## config.mk

```make
export PLATFORM = sky130hd
export DESIGN_NAME = time_uart_tx
export DESIGN_NICKNAME = d
export VERILOG_FILES = /design/src/rtl/time_uart_tx_pkg.sv /design/src/rtl/time_uart_tx_baud_tick_gen.sv /design/src/rtl/time_uart_tx.sv
export SDC_FILE = /design/constraint.sdc
export NUM_CORES = 1
export LEC_CHECK = 0
export ABC_AREA = 1
export CORE_MARGIN = 1.5
export CORE_UTILIZATION = 35
export DETAILED_ROUTE_END_ITERATION = 8
export GPL_TIMING_DRIVEN = 0
export PLACE_DENSITY = 0.59
export SYNTH_ARGS = -nofsm -noshare
export SYNTH_HDL_FRONTEND = slang
export SYNTH_SLANG_ARGS = --single-unit
```

## constraint.sdc

```tcl
create_clock -name clk -period 1.9 [get_ports clk]
set_clock_uncertainty 0.1 [all_clocks]
set_input_delay 0.38 -clock clk [delete_from_list [all_inputs] [get_ports clk]]
set_output_delay 0.38 -clock clk [all_outputs]
set_load 0.02 [all_outputs]
```

## src/rtl/time_uart_tx_pkg.sv

```systemverilog
// Shared definitions for the timestamp UART transmitter: ASCII codes, frame
// geometry, FSM states, the latched-digit payload and the char-selection mux.
package time_uart_tx_pkg;

    localparam int unsigned FRAME_LEN  = 21;
    localparam int unsigned CHAR_IDX_W = 5;
    localparam int unsigned BIT_IDX_W  = 3;
    localparam int unsigned SHIFT_W    = 10;

    localparam logic [7:0] ASCII_ZERO  = 8'h30;
    localparam logic [7:0] ASCII_DASH  = 8'h2D;
    localparam logic [7:0] ASCII_SPACE = 8'h20;
    localparam logic [7:0] ASCII_COLON = 8'h3A;
    localparam logic [7:0] ASCII_CR    = 8'h0D;
    localparam logic [7:0] ASCII_LF    = 8'h0A;
    localparam logic [7:0] ASCII_QMARK = 8'h3F;

    typedef enum logic [2:0] {
        ST_IDLE,
        ST_START,
        ST_DATA,
        ST_STOP,
        ST_DONE
    } state_e;

    typedef struct packed {
        logic [3:0] year_thou;
        logic [3:0] year_hund;
        logic [3:0] year_ten;
        logic [3:0] year_unit;
        logic [1:0] month_ten;
        logic [3:0] month_unit;
        logic [1:0] day_ten;
        logic [3:0] day_unit;
        logic [1:0] hour_ten;
        logic [3:0] hour_unit;
        logic [3:0] min_ten;
        logic [3:0] min_unit;
        logic [3:0] sec_ten;
        logic [3:0] sec_unit;
    } stamp_t;

    // Non-decimal digit values are flagged on the line as '?'.
    function automatic logic [7:0] digit_char(input logic [3:0] v);
        return (v > 4'd9) ? ASCII_QMARK : ASCII_ZERO + {4'd0, v};
    endfunction

    function automatic logic [7:0] frame_char(input logic [CHAR_IDX_W-1:0] idx,
                                              input stamp_t s);
        logic [7:0] ch;
        ch = ASCII_LF;
        case (idx)
            5'd0:    ch = digit_char(s.year_thou);
            5'd1:    ch = digit_char(s.year_hund);
            5'd2:    ch = digit_char(s.year_ten);
            5'd3:    ch = digit_char(s.year_unit);
            5'd4:    ch = ASCII_DASH;
            5'd5:    ch = digit_char({2'd0, s.month_ten});
            5'd6:    ch = digit_char(s.month_unit);
            5'd7:    ch = ASCII_DASH;
            5'd8:    ch = digit_char({2'd0, s.day_ten});
            5'd9:    ch = digit_char(s.day_unit);
            5'd10:   ch = ASCII_SPACE;
            5'd11:   ch = digit_char({2'd0, s.hour_ten});
            5'd12:   ch = digit_char(s.hour_unit);
            5'd13:   ch = ASCII_COLON;
            5'd14:   ch = digit_char(s.min_ten);
            5'd15:   ch = digit_char(s.min_unit);
            5'd16:   ch = ASCII_COLON;
            5'd17:   ch = digit_char(s.sec_ten);
            5'd18:   ch = digit_char(s.sec_unit);
            5'd19:   ch = ASCII_CR;
            default: ch = ASCII_LF;
        endcase
        return ch;
    endfunction

endpackage

```

## src/rtl/time_uart_tx_baud_tick_gen.sv

```systemverilog
// Bit-period timer: counts CLKS_PER_BIT cycles while running and flags the
// last cycle of each bit; restart realigns the count to a new frame.
module baud_tick_gen #(
    parameter int unsigned CLKS_PER_BIT = 16
) (
    input  logic clk,
    input  logic rst_n,
    input  logic restart,
    input  logic run,
    output logic bit_end_c
);

    localparam int unsigned CNT_W = (CLKS_PER_BIT > 1) ? $clog2(CLKS_PER_BIT) : 1;
    localparam logic [CNT_W-1:0] CNT_LAST = CNT_W'(CLKS_PER_BIT - 1);

    logic [CNT_W-1:0] cnt_q;

    // Reload at every bit boundary so each bit lasts exactly CLKS_PER_BIT cycles.
    always_ff @(posedge clk or negedge rst_n) begin
        if (!rst_n) begin
            cnt_q <= '0;
        end else if (restart || !run || (cnt_q == CNT_LAST)) begin
            cnt_q <= '0;
        end else begin
            cnt_q <= cnt_q + CNT_W'(1);
        end
    end

    assign bit_end_c = run && !restart && (cnt_q == CNT_LAST);

endmodule

```

## src/rtl/time_uart_tx.sv

```systemverilog
// Snapshots a BCD timestamp on start and sends "YYYY-MM-DD hh:mm:ss\r\n"
// as back-to-back 8N1 characters.
module time_uart_tx
    import time_uart_tx_pkg::*;
#(
    parameter int unsigned F_IN = 50_000_000,
    parameter int unsigned BAUD = 115_200
) (
    input  logic       clk,
    input  logic       rst_n,
    input  logic       start,
    input  logic [3:0] year_thou,
    input  logic [3:0] year_hund,
    input  logic [3:0] year_ten,
    input  logic [3:0] year_unit,
    input  logic [1:0] month_ten,
    input  logic [3:0] month_unit,
    input  logic [1:0] day_ten,
    input  logic [3:0] day_unit,
    input  logic [1:0] hour_ten,
    input  logic [3:0] hour_unit,
    input  logic [3:0] min_ten,
    input  logic [3:0] min_unit,
    input  logic [3:0] sec_ten,
    input  logic [3:0] sec_unit,
    output logic       tx,
    output logic       busy,
    output logic       done
);

    localparam int unsigned CLKS_PER_BIT = F_IN / BAUD;
    localparam logic [CHAR_IDX_W-1:0] LAST_CHAR = CHAR_IDX_W'(FRAME_LEN - 1);
    localparam logic [BIT_IDX_W-1:0]  LAST_BIT  = BIT_IDX_W'(7);

    state_e                 state_q, state_d;
    logic [CHAR_IDX_W-1:0]  char_idx_q, char_idx_d;
    logic [BIT_IDX_W-1:0]   bit_idx_q, bit_idx_d;
    logic [SHIFT_W-1:0]     shreg_q, shreg_d;
    stamp_t                 stamp_q, stamp_d;
    logic                   busy_q, busy_d;
    logic                   done_q, done_d;

    stamp_t                 live_c;
    stamp_t                 sel_stamp_c;
    logic [CHAR_IDX_W-1:0]  sel_idx_c;
    logic [7:0]             next_char_c;
    logic                   accept_c;
    logic                   bit_end_c;

    assign live_c = {year_thou, year_hund, year_ten, year_unit,
                     month_ten, month_unit, day_ten, day_unit,
                     hour_ten, hour_unit, min_ten, min_unit,
                     sec_ten, sec_unit};

    assign accept_c = start && (state_q == ST_IDLE) && !busy_q && !done_q;

    // Char 0 comes from the live inputs on the accepting edge; later chars from the snapshot.
    always_comb begin
        sel_idx_c   = '0;
        sel_stamp_c = live_c;
        if (state_q != ST_IDLE) begin
            sel_idx_c   = char_idx_q + CHAR_IDX_W'(1);
            sel_stamp_c = stamp_q;
        end
    end

    assign next_char_c = frame_char(sel_idx_c, sel_stamp_c);

    baud_tick_gen #(
        .CLKS_PER_BIT (CLKS_PER_BIT)
    ) u_baud (
        .clk       (clk),
        .rst_n     (rst_n),
        .restart   (accept_c),
        .run       (busy_q),
        .bit_end_c (bit_end_c)
    );

    always_ff @(posedge clk or negedge rst_n) begin
        if (!rst_n) begin
            state_q    <= ST_IDLE;
            char_idx_q <= '0;
            bit_idx_q  <= '0;
            shreg_q    <= '1;
            stamp_q    <= '0;
            busy_q     <= 1'b0;
            done_q     <= 1'b0;
        end else begin
            state_q    <= state_d;
            char_idx_q <= char_idx_d;
            bit_idx_q  <= bit_idx_d;
            shreg_q    <= shreg_d;
            stamp_q    <= stamp_d;
            busy_q     <= busy_d;
            done_q     <= done_d;
        end
    end

    // Shift register holds {stop, data[7:0], start}; bit 0 is the line, ones shift in.
    always_comb begin
        state_d    = state_q;
        char_idx_d = char_idx_q;
        bit_idx_d  = bit_idx_q;
        shreg_d    = shreg_q;
        stamp_d    = stamp_q;
        busy_d     = busy_q;
        done_d     = 1'b0;
        case (state_q)
            ST_IDLE: begin
                if (accept_c) begin
                    state_d    = ST_START;
                    busy_d     = 1'b1;
                    char_idx_d = '0;
                    bit_idx_d  = '0;
                    stamp_d    = live_c;
                    shreg_d    = {1'b1, next_char_c, 1'b0};
                end
            end
            ST_START: begin
                if (bit_end_c) begin
                    state_d = ST_DATA;
                    shreg_d = {1'b1, shreg_q[SHIFT_W-1:1]};
                end
            end
            ST_DATA: begin
                if (bit_end_c) begin
                    shreg_d = {1'b1, shreg_q[SHIFT_W-1:1]};
                    if (bit_idx_q == LAST_BIT) begin
                        state_d   = ST_STOP;
                        bit_idx_d = '0;
                    end else begin
                        bit_idx_d = bit_idx_q + BIT_IDX_W'(1);
                    end
                end
            end
            ST_STOP: begin
                if (bit_end_c) begin
                    if (char_idx_q == LAST_CHAR) begin
                        state_d = ST_DONE;
                        busy_d  = 1'b0;
                        done_d  = 1'b1;
                        shreg_d = '1;
                    end else begin
                        state_d    = ST_START;
                        char_idx_d = char_idx_q + CHAR_IDX_W'(1);
                        shreg_d    = {1'b1, next_char_c, 1'b0};
                    end
                end
            end
            ST_DONE: begin
                state_d = ST_IDLE;
            end
            default: begin
                state_d = ST_IDLE;
            end
        endcase
    end

    assign tx   = shreg_q[0];
    assign busy = busy_q;
    assign done = done_q;

endmodule

```

== Yosys cells after proc, flatten, opt, wreduce, memory -nomap -nowiden ==
Index checks and enable logic that the tools add are counted.

* Output and inout port bits: 3
* Bits in registers: 82
* Input port bits: 53
* Logic and storage cells: 155

* $lt $le $gt $ge: 14
* Add/subtract/negate cells: 17
* Reduce and logical (&&, ||, !) cells: 25
* Multiplexer cells: 45
* Equal/unequal tests: 33

{| class="wikitable"
|+ Operators by type and width
! cell !! number
|-
| $pmux 7 s18 || 1
|-
| $mux 7 || 14
|-
| $add 6x4->7 const A || 11
|-
| $mux 50 || 1
|-
| $gt 4x4->1 const B || 11
|-
| $eq 5x4->1 const B || 8
|-
| $mux 10 || 3
|-
| $pmux 10 s3 || 1
|-
| $mux 3 || 9
|-
| $eq 5x5->1 const B || 5
|-
| $add 6x2->7 const A || 3
|-
| $eq 5x3->1 const B || 4
|-
| $mux 5 || 4
|-
| $mux 9 || 2
|-
| $gt 2x4->1 const B || 3
|-
| $ne 2x2->1 const B || 6
|-
| $pmux 3 s4 || 1
|-
| $reduce_and 4->1 || 3
|-
| $eq 5x2->1 const B || 2
|-
| $pmux 5 s2 || 1
|-
| $add 9x1->9 const B || 1
|-
| $eq 9x9->1 const B || 1
|-
| $eq 3x2->1 const B || 2
|-
| $mux 1 || 6
|-
| other kinds (19) || 31
|}

== Depth between registers and ports, before layout ==
Gate-level depths: netlist of the first run.

* Depth in word-level cells: 9
* Depth in mapped cells: 17
* Depth with buffers taken out: 15

== Cells and area by module ==
From an unflattened synthesis of the first run, not the netlist that was laid out.

* Cells, all modules: 775
* Area, all modules: 5300.1 um^2

{| class="wikitable"
|+ Modules (own cells, without submodules)
! module !! seq. area each (um^2) !! instances !! cells each !! area an instance (um^2)
|-
| time_uart_tx || 1813.0 || 1 || 706 || 4787.1
|-
| baud_tick_gen || 225.2 || 1 || 69 || 513.0
|}

== Worst setup path before layout of the first run ==
OpenSTA, ideal clock, no wires.

* Kind: flip-flop to flip-flop
* From: register char_idx_q[0]
* To: register shreg_q[4]
* Period minus slack after synthesis: 2.048 ns
* Arrival: 1.880 ns
* Required time: 1.732 ns
* Library setup time: 0.068 ns
* Cell stages (with the launch flop): 15
* Setup slack: -0.148 ns
* Buffers on the path: 0
* Path through: dfrtp_1 inv_1 ha_1 inv_1 nand3_2 inv_2 nand2_2 nor2_1 nand2_1 nand2_1 nand3b_1 nor2_1 nand2_1 nand2_1 a21oi_2

* Longest elaborated chain between the ends: 8
* Elaborated cells on any way between the ends: 30
* Classes of those cells: add/sub (1); eq/ne (20); mux (6); reduce/logical (3)

{| class="wikitable"
|+ Ends and longest elaborated chain
! what !! line !! source
|-
| start: declaration || time_uart_tx.sv:36 || <nowiki>logic [CHAR_IDX_W-1:0] char_idx_q, char_idx_d;</nowiki>
|-
| start signal: assignment || time_uart_tx.sv:90 || <nowiki>char_idx_q <= char_idx_d;</nowiki>
|-
| $add 5x1->5 || time_uart_tx.sv:62 || <nowiki>sel_idx_c = char_idx_q + CHAR_IDX_W'(1);</nowiki>
|-
| $mux 5 || time_uart_tx.sv:61 || <nowiki>if (state_q != ST_IDLE) begin</nowiki>
|-
| $eq 5x5->1 (tied with other cells) || time_uart_tx_pkg.sv:52 || <nowiki>case (idx)</nowiki>
|-
| $reduce_or 2->1 (no line) || -- ||
|-
| $pmux 7 s18 || time_uart_tx_pkg.sv:52 ||
|-
| $mux 9 || time_uart_tx.sv:138 || <nowiki>if (char_idx_q == LAST_CHAR) begin</nowiki>
|-
| $mux 10 || time_uart_tx.sv:137 || <nowiki>if (bit_end_c) begin</nowiki>
|-
| $pmux 10 s3 (*) || time_uart_tx.sv:108 || <nowiki>case (state_q)</nowiki>
|-
| end signal: assignment || time_uart_tx.sv:92 || <nowiki>shreg_q <= shreg_d;</nowiki>
|-
| end: declaration || time_uart_tx.sv:38 || <nowiki>logic [SHIFT_W-1:0] shreg_q, shreg_d;</nowiki>
|}

Every way passes the cells marked *; elsewhere a longest branch is shown, timed or not. The select of a mux whose other input is x is not followed.
A chain may end at the register's enable or synchronous reset.

== Final worst setup path of the first run ==
* From: register state_q[0]
* To: register shreg_q[1]

* Longest elaborated chain between the ends: 9
* Elaborated cells on any way between the ends: 88
* Classes of those cells: add/sub (14); order compare (14); eq/ne (25); mux (21); reduce/logical (14)

{| class="wikitable"
|+ Ends and longest elaborated chain
! what !! line !! source
|-
| start: declaration || time_uart_tx.sv:35 || <nowiki>state_e state_q, state_d;</nowiki>
|-
| start signal: assignment || time_uart_tx.sv:89 || <nowiki>state_q <= state_d;</nowiki>
|-
| branches (longest 9 deep; another with $add 6x4->7) || -- ||
|}

Several ways; the timed one is not identified. The select of a mux whose other input is x is not followed.

==> flow_summary.yaml, run 1 <==
status:
  outcome: "finished, violations left"
  violations: "negative setup slack"
synth:
  synth_area_leaders: "dfrtp_1 34%, nand2_1 17%, inv_1 7.5%"
  synth_cell_types: 37
  yosys.area.top_type_share: 0.344
  netlist_area_um2: 5240
  synth_edf_count: 0
  ys_ff_latch: 81
  postSynthCellCount: 775
  yosys-top-cells-count: "238 x nand2_1, 105 x inv_1, 76 x nor2_1"
  synth_area_per_cell_um2: 6.77
  synthFlopType: "dfrtp_1"
  synth_warnings: 0
  synth_nets: 834
  yosysMostFrequentCell: "nand2_1"
  synth_largest_area_cell: "dfrtp_1"
  seq_area_frac_synth: 0.389
  async_reset_ff_frac: 1.00
pwr:
  pwr_density_cell_nw_per_um2: 564
  ir_drop_v: 0.000387
  p_leak_uw: 0.00337
grt:
  grt_overflow: 0
  antenna_found_initial: 0
  grtUsageTotal: 0.207
  grt_max_degree: 46
  grt_pass1_wl_mm: 25.6
  grt_pass1_vias: 4997
setup_path:
  reg2reg_from: "state_q[0]"
  path_max_fanout: 10
  critPathKind: "reg -> reg"
  cp.required_ps: 2080
  cp.arrival_ps: 2360
  cp-end-kind: "flip-flop"
  critical_path.startpoint_type: "flip-flop"
  reg2reg_depth: 17
  startpoint: "state_q[0]"
floorplanning:
  rows: 44
  initial_utilization: 0.359
  die_w_um: 125
  core_um2: 14600
  dieArea_um2: 15700
  ios: 56
  die-height_um: 125
route:
  drcViolationCount: 0
  vias_per_cell: 4.90
  vias: 5157
  finalWirelength_mm: 15.7
  ant_nets: 0
  drtIter0Drc: 292
  dr.pass1.iters: 8
  wire_per_inst_um: 14.9
sta:
  worstMarginPinSlew_ps: 523
  rsz0062_at_grt: "true"
  drv_slew: 0
  hold_violations: 0
  setup_viol: 68
  period_minus_slack_ps: 2170
  timing.fmax_ghz: 0.460
  setup_slack_ps: -273
  fin_crit_sh: 1.14
  slew_headroom: 0.651
cells_and_area:
  nFillCells: 1482
  syn_to_final_growth_pct: 33.8
  layout-drive-gt1-share: 0.207
  final_cell_area_um2: 7020
  fin_cells: 1052
  final_nets: 922
  diodes: 0
job:
  max_cap_viol_count: 0
cts:
  clock_sinks: 81
  clkTransAtPathRegs_ps: 60
  clock_path_buffers: 2
  cts_tree: "done"
  numCtsBuffers: 9
  cts-root-buf: "clkbuf_16"
  insertion_delay_ps: 350
  cts_htree_levels: 3
placed_design:
  placedCellCount: 1015
  dp_hpwl_mm: 11.3
  place_congestion: 0.914
  port_buffers: 55
  dpl-instance-area_um2: 6110
worst_hold_path:
  hold_depth: 2
  hp-class: "reg -> reg"
  hold_start: "shreg_q[8]"
==> critical path, stage by stage (launching register included) <==
cell,delay [ps]
dfrtp_1,420
inv_4,80
nand2_4,90
buf_8,180
buf_6,190
nand2_1,80
nand2_2,130
inv_1,50
nand2_1,70
nand2_1,50
nand2_1,50
nand2_1,90
nor2_1,120
nand2_1,70
nor2_2,120
nor2_2,50
nor2_2,90
nor2_1,50
==> sequential cells by signal, indices dropped and copies added, names as in the netlist <==
| register | count |
|---|---|
| shreg_q | 9 |
| bit_idx_q | 3 |
| u_baud.cnt_q | 9 |
| char_idx_q | 5 |
| busy | 1 |
| state_q | 3 |
| stamp_q | 50 |
| done | 1 |
==> area by class of cell <==
class / count / area (um^2) / share of cell area
Multi-Input combinational cell: 556 / 3000 / 0.427
Sequential cell: 81 / 2040 / 0.291
Timing Repair Buffer: 76 / 738 / 0.105
Inverter: 115 / 444 / 0.0633
Clock buffer: 11 / 243 / 0.0346
Tap cell: 184 / 230 / 0.0328
Buffer: 24 / 218 / 0.0310
Clock inverter: 5 / 103 / 0.0146
==> layout by cell type (no fill, tap or decap), types with 2 or more instances in the layout <==
master | synthesis | layout
a21oi_1 | 37 | 35
a21oi_2 | 2 | 4
and3_1 | 2 | 2
buf_12 | 0 | 3
buf_2 | 6 | 7
buf_4 | 1 | 21
buf_6 | 5 | 5
bufinv_16 | 0 | 3
clkbuf_16 | 0 | 9
clkbuf_4 | 0 | 5
clkbuf_8 | 0 | 2
clkdlybuf4s50_1 | 0 | 52
dfrtp_1 | 72 | 69
dfrtp_2 | 0 | 3
dfstp_2 | 9 | 9
dlygate4sd2_1 | 0 | 2
ha_1 | 6 | 4
ha_4 | 0 | 2
inv_1 | 105 | 102
inv_2 | 9 | 9
inv_4 | 1 | 3
nand2_1 | 238 | 220
nand2_2 | 4 | 17
nand2_4 | 1 | 6
nand3_1 | 44 | 39
nand3_2 | 6 | 6
nand3_4 | 1 | 6
nand4_1 | 14 | 14
nor2_1 | 76 | 57
nor2_2 | 7 | 14
nor2_4 | 5 | 18
nor3_1 | 9 | 9
o21ai_0 | 63 | 46
o21ai_1 | 17 | 27
o21ai_2 | 11 | 10
o21ai_4 | 0 | 8
o22ai_1 | 5 | 5
==> worst paths after layout <==
kind	slack, ps	endpoint
worst min register to register	370	shreg_q[8]
max in group asynchronous	590	shreg_q[2]
worst max register to register	-270	shreg_q[1]
worst max-delay path	-270	shreg_q[1]
min in group asynchronous	440	stamp_q[47]
worst min-delay path	370	shreg_q[8]
==> metal layers <==
| metal | up-vias | global-route usage | share of wire |
|---|---|---|---|
| met2 | 119 | 0.335 | 0.46 |
| li1 | 2632 | - | - |
| met1 | 2385 | 0.284 | 0.47 |
| met5 | - | 0 | 0 |
| met4 | 0 | 0.0615 | 0.020 |
| met3 | 21 | 0.0381 | 0.044 |
==> repair_timing <==
action	CTS	global route
setup endpoints to repair	74	71
endpoints found under the hold margin	36	0
setup buffers	15	4
resized for setup	82	46
hold buffers	1	0
cloned	1	0
pin swaps	14	15
==> report_power, final <==
part | switching, uW | internal, uW | leakage, uW
sequential | 0 | 1730 | 0.000966
clock | 726 | 1320 | 0.000166
combinational | 82.0 | 105 | 0.00224
==> logic make-up (layout without fill, tap and decap cells) <==
logic type                 after synthesis  after routing  synth area share
buffers and inverters                  139            231             0.111
muxes                                    1              1           0.00215
and+or+nand+nor                        411            412             0.340
AOI/OAI and AO/OA                      137            137             0.143
DFF                                     81             81             0.389
adders and majority gates                6              6            0.0143
==> stage by stage <==
stage | setup TNS, ps | hold WS (ps) | power (uW) | util | setup WS, ps
6_report | -5400 | 366 | 3960 | 0.481 | -273
5_1_grt | -14000 | 374 | 4070 | 0.481 | -436
4_1_cts | -4860 | 370 | 4000 | 0.470 | -227
3_5_place_dp | -30560 | 295 | 1940 | 0.419 | -783
3_3_place_gp | -249530 | 359 | 1940 | 0.417 | -3140
2_1_floorplan | -34.9 | -15.6 | 1770 | - | -12.3
Note: power is estimated with default switching activity, not from simulation.
==> run 2, diff against run 1 <==
--- a/config.mk
+++ b/config.mk
@@ -6,8 +6,8 @@
 export NUM_CORES = 1
 export LEC_CHECK = 0
 export ABC_AREA = 1
-export CORE_MARGIN = 1.5
 export CORE_UTILIZATION = 35
+export CTS_CLUSTER_DIAMETER = 200
 export DETAILED_ROUTE_END_ITERATION = 8
 export GPL_TIMING_DRIVEN = 0
 export PLACE_DENSITY = 0.59
==> flow_summary.yaml, run 2 (synthesis results as in run 1) <==
setup_path:
  path_max_fanout: 6
  reg2reg_depth: 14
  startpoint: "state_q[1]"
  cp-end-kind: "flip-flop"
  slowest_stage: "dfrtp_1"
  worst_r2r_endpoint: "shreg_q[2]"
  crit_chain: "nor2_4, nand2_4, buf_8, buf_6, nand3_4, inv_2, nand4_1, buf_6, nand3_4, nor2_4, nand3_4, nand2_2, nand2_1, a21oi_2"
  crit_end: "shreg_q[2]"
  rrSetupSlack_ps: -250
  cp.required_ps: 2090
  critical_path.startpoint_type: "flip-flop"
  cp_common_cell: "nand3_4"
  cp.arrival_ps: 2340
  reg2reg_from: "state_q[1]"
  max_stage_delay_ps: 410
  critPathKind: "reg -> reg"
pwr:
  total_power_uw: 3920
  ir_drop_v: 0.000405
  pwr_density_cell_nw_per_um2: 514
  p_leak_uw: 0.00358
route:
  drcViolationCount: 0
  vias_per_cell: 4.93
  finalWirelength_mm: 16.4
  wire_per_inst_um: 15.3
  vias: 5276
  ant_nets: 0
  drtIter0Drc: 270
  dr.pass1.iters: 5
floorplanning:
  die-height_um: 124
  core_um2: 14600
  rows: 44
  initial_utilization: 0.359
  die_w_um: 124
  ios: 56
  dieArea_um2: 15500
cts:
  clock_path_buffers: 2
  cts_htree_levels: 3
  clock_sinks: 81
  cts-root-buf: "clkbuf_16"
  cts_tree: "done"
  clkTransAtPathRegs_ps: 60
  numCtsBuffers: 9
  insertion_delay_ps: 350
cells_and_area:
  final_nets: 941
  diodes: 0
  reg_top3: "stamp_q (50), shreg_q (9), u_baud.cnt_q (9)"
  top_register: "stamp_q"
  final_common_cell: "nand2_1"
  layout-drive-gt1-share: 0.313
  nFillCells: 1405
  layout_common_cells: "184 x nand2_1, 98 x inv_1, 69 x dfrtp_1"
  largest_reg_flops: 50
  syn_to_final_growth_pct: 45.4
worst_hold_path:
  hp-class: "reg -> reg"
  hold_start: "shreg_q[8]"
  hold_depth: 2
placed_design:
  post-place-ws_ps: -794
  dp_hpwl_mm: 11.4
  place_congestion: 0.904
  port_buffers: 55
sta:
  worstMarginPinSlew_ps: 535
  hold_violations: 0
  setup_slack_ps: -247
  fin_crit_sh: 1.13
  timing.fmax_ghz: 0.466
  setup_viol: 9
  period_minus_slack_ps: 2150
  drv_slew: 0
  slew_headroom: 0.644
  rsz0062_at_grt: "true"
status:
  outcome: "finished, violations left"
  violations: "negative setup slack"
grt:
  antenna_found_initial: 0
  grt_pass1_vias: 4922
  grt_max_degree: 45
  grt_overflow: 0
  grtUsageTotal: 0.208
  grt_pass1_wl_mm: 25.4
job:
  max_cap_viol_count: 0
==> run 2: changes by cell type in the layout (fill, tap and decap cells not counted), moves of 8 or more <==
| cell | delta |
|---|---|
| nand2_1 | -36 |
| a21oi_1 | -9 |
| buf_4 | +15 |
| o21ai_1 | +18 |
| a21oi_2 | +9 |
| o21ai_2 | +10 |
| o21ai_0 | -32 |
| nor2_1 | -8 |
| nand2_2 | +31 |
==> run 2: area by class of cell <==
class	instances	area, um^2	share of cell area
Clock buffer	11	253	0.0331
Clock inverter	5	86.3	0.0113
Inverter	115	455	0.0597
Timing Repair Buffer	96	930	0.122
Buffer	23	297	0.0389
Tap cell	184	230	0.0302
Sequential cell	81	2040	0.268
Multi-Input combinational cell	556	3330	0.437
==> run 2: worst max-delay path: cells and delay by family, from the launching register on <==
kind                   cells  cell delay, ps
AND/OR/NAND/NOR            9             930
buffers and inverters      4             480
flip-flops                 1             410
AO/OA/AOI/OAI              1             130
==> run 2: how the worst min path moves through the flow <==
stage                   endpoint  slack, ps
finish                shreg_q[8]        370
global route          shreg_q[8]        380
CTS                   shreg_q[8]        370
detailed placement   stamp_q[48]        300
global placement      shreg_q[8]        360
floorplan           bit_idx_q[0]        -20
==> run 2: report_power, final <==
group	leakage, uW	total (uW)	switching [uW]	internal [uW]
combinational	0.00245	194	89.4	105
clock	0.000160	2000	765	1230
sequential	0.000966	1730	0	1730
total	0.00358	3920	855	3060
==> run 2: timing repair <==
item	in CTS	in global routing
endpoints found under the setup margin	74	71
resized for setup	84	210
hold buffers	1	0
pin swaps	26	22
gates cloned	1	2
hold endpoints to repair	37	0
buffers inserted	17	21
==> run 2: through the flow <==
stage | utilization | hold slack [ps] | instances | setup TNS (ps) | cell area [um^2]
2_1_floorplan | - | -15.6 | 775 | -34.9 | 5300
3_3_place_gp | 0.417 | 358 | 1014 | -246580 | 6080
3_5_place_dp | 0.419 | 297 | 1015 | -32150 | 6110
4_1_cts | 0.468 | 371 | 1049 | -1990 | 6830
5_1_grt | 0.523 | 383 | 1071 | -4660 | 7620
6_report | 0.523 | 366 | 1071 | -1620 | 7620
==> run 2: per-layer routing <==
metal | part of all wire | vias to the layer above | wire length [um] | GRT usage
li1 | - | 2675 | - | -
met1 | 0.47 | 2456 | 7730 | 0.288
met2 | 0.46 | 121 | 7560 | 0.323
met3 | 0.046 | 24 | 753 | 0.0395
met4 | 0.022 | 0 | 355 | 0.0737
met5 | 0 | - | 0 | 0
==> run 3, diff against run 2 <==
--- a/config.mk
+++ b/config.mk
@@ -8,6 +8,7 @@
 export ABC_AREA = 1
 export CORE_UTILIZATION = 35
 export CTS_CLUSTER_DIAMETER = 200
+export CTS_CLUSTER_SIZE = 30
 export DETAILED_ROUTE_END_ITERATION = 8
 export GPL_TIMING_DRIVEN = 0
 export PLACE_DENSITY = 0.59
==> results of run 3 <==
The final DEF is identical to that of run 2; final timing and power are the same.
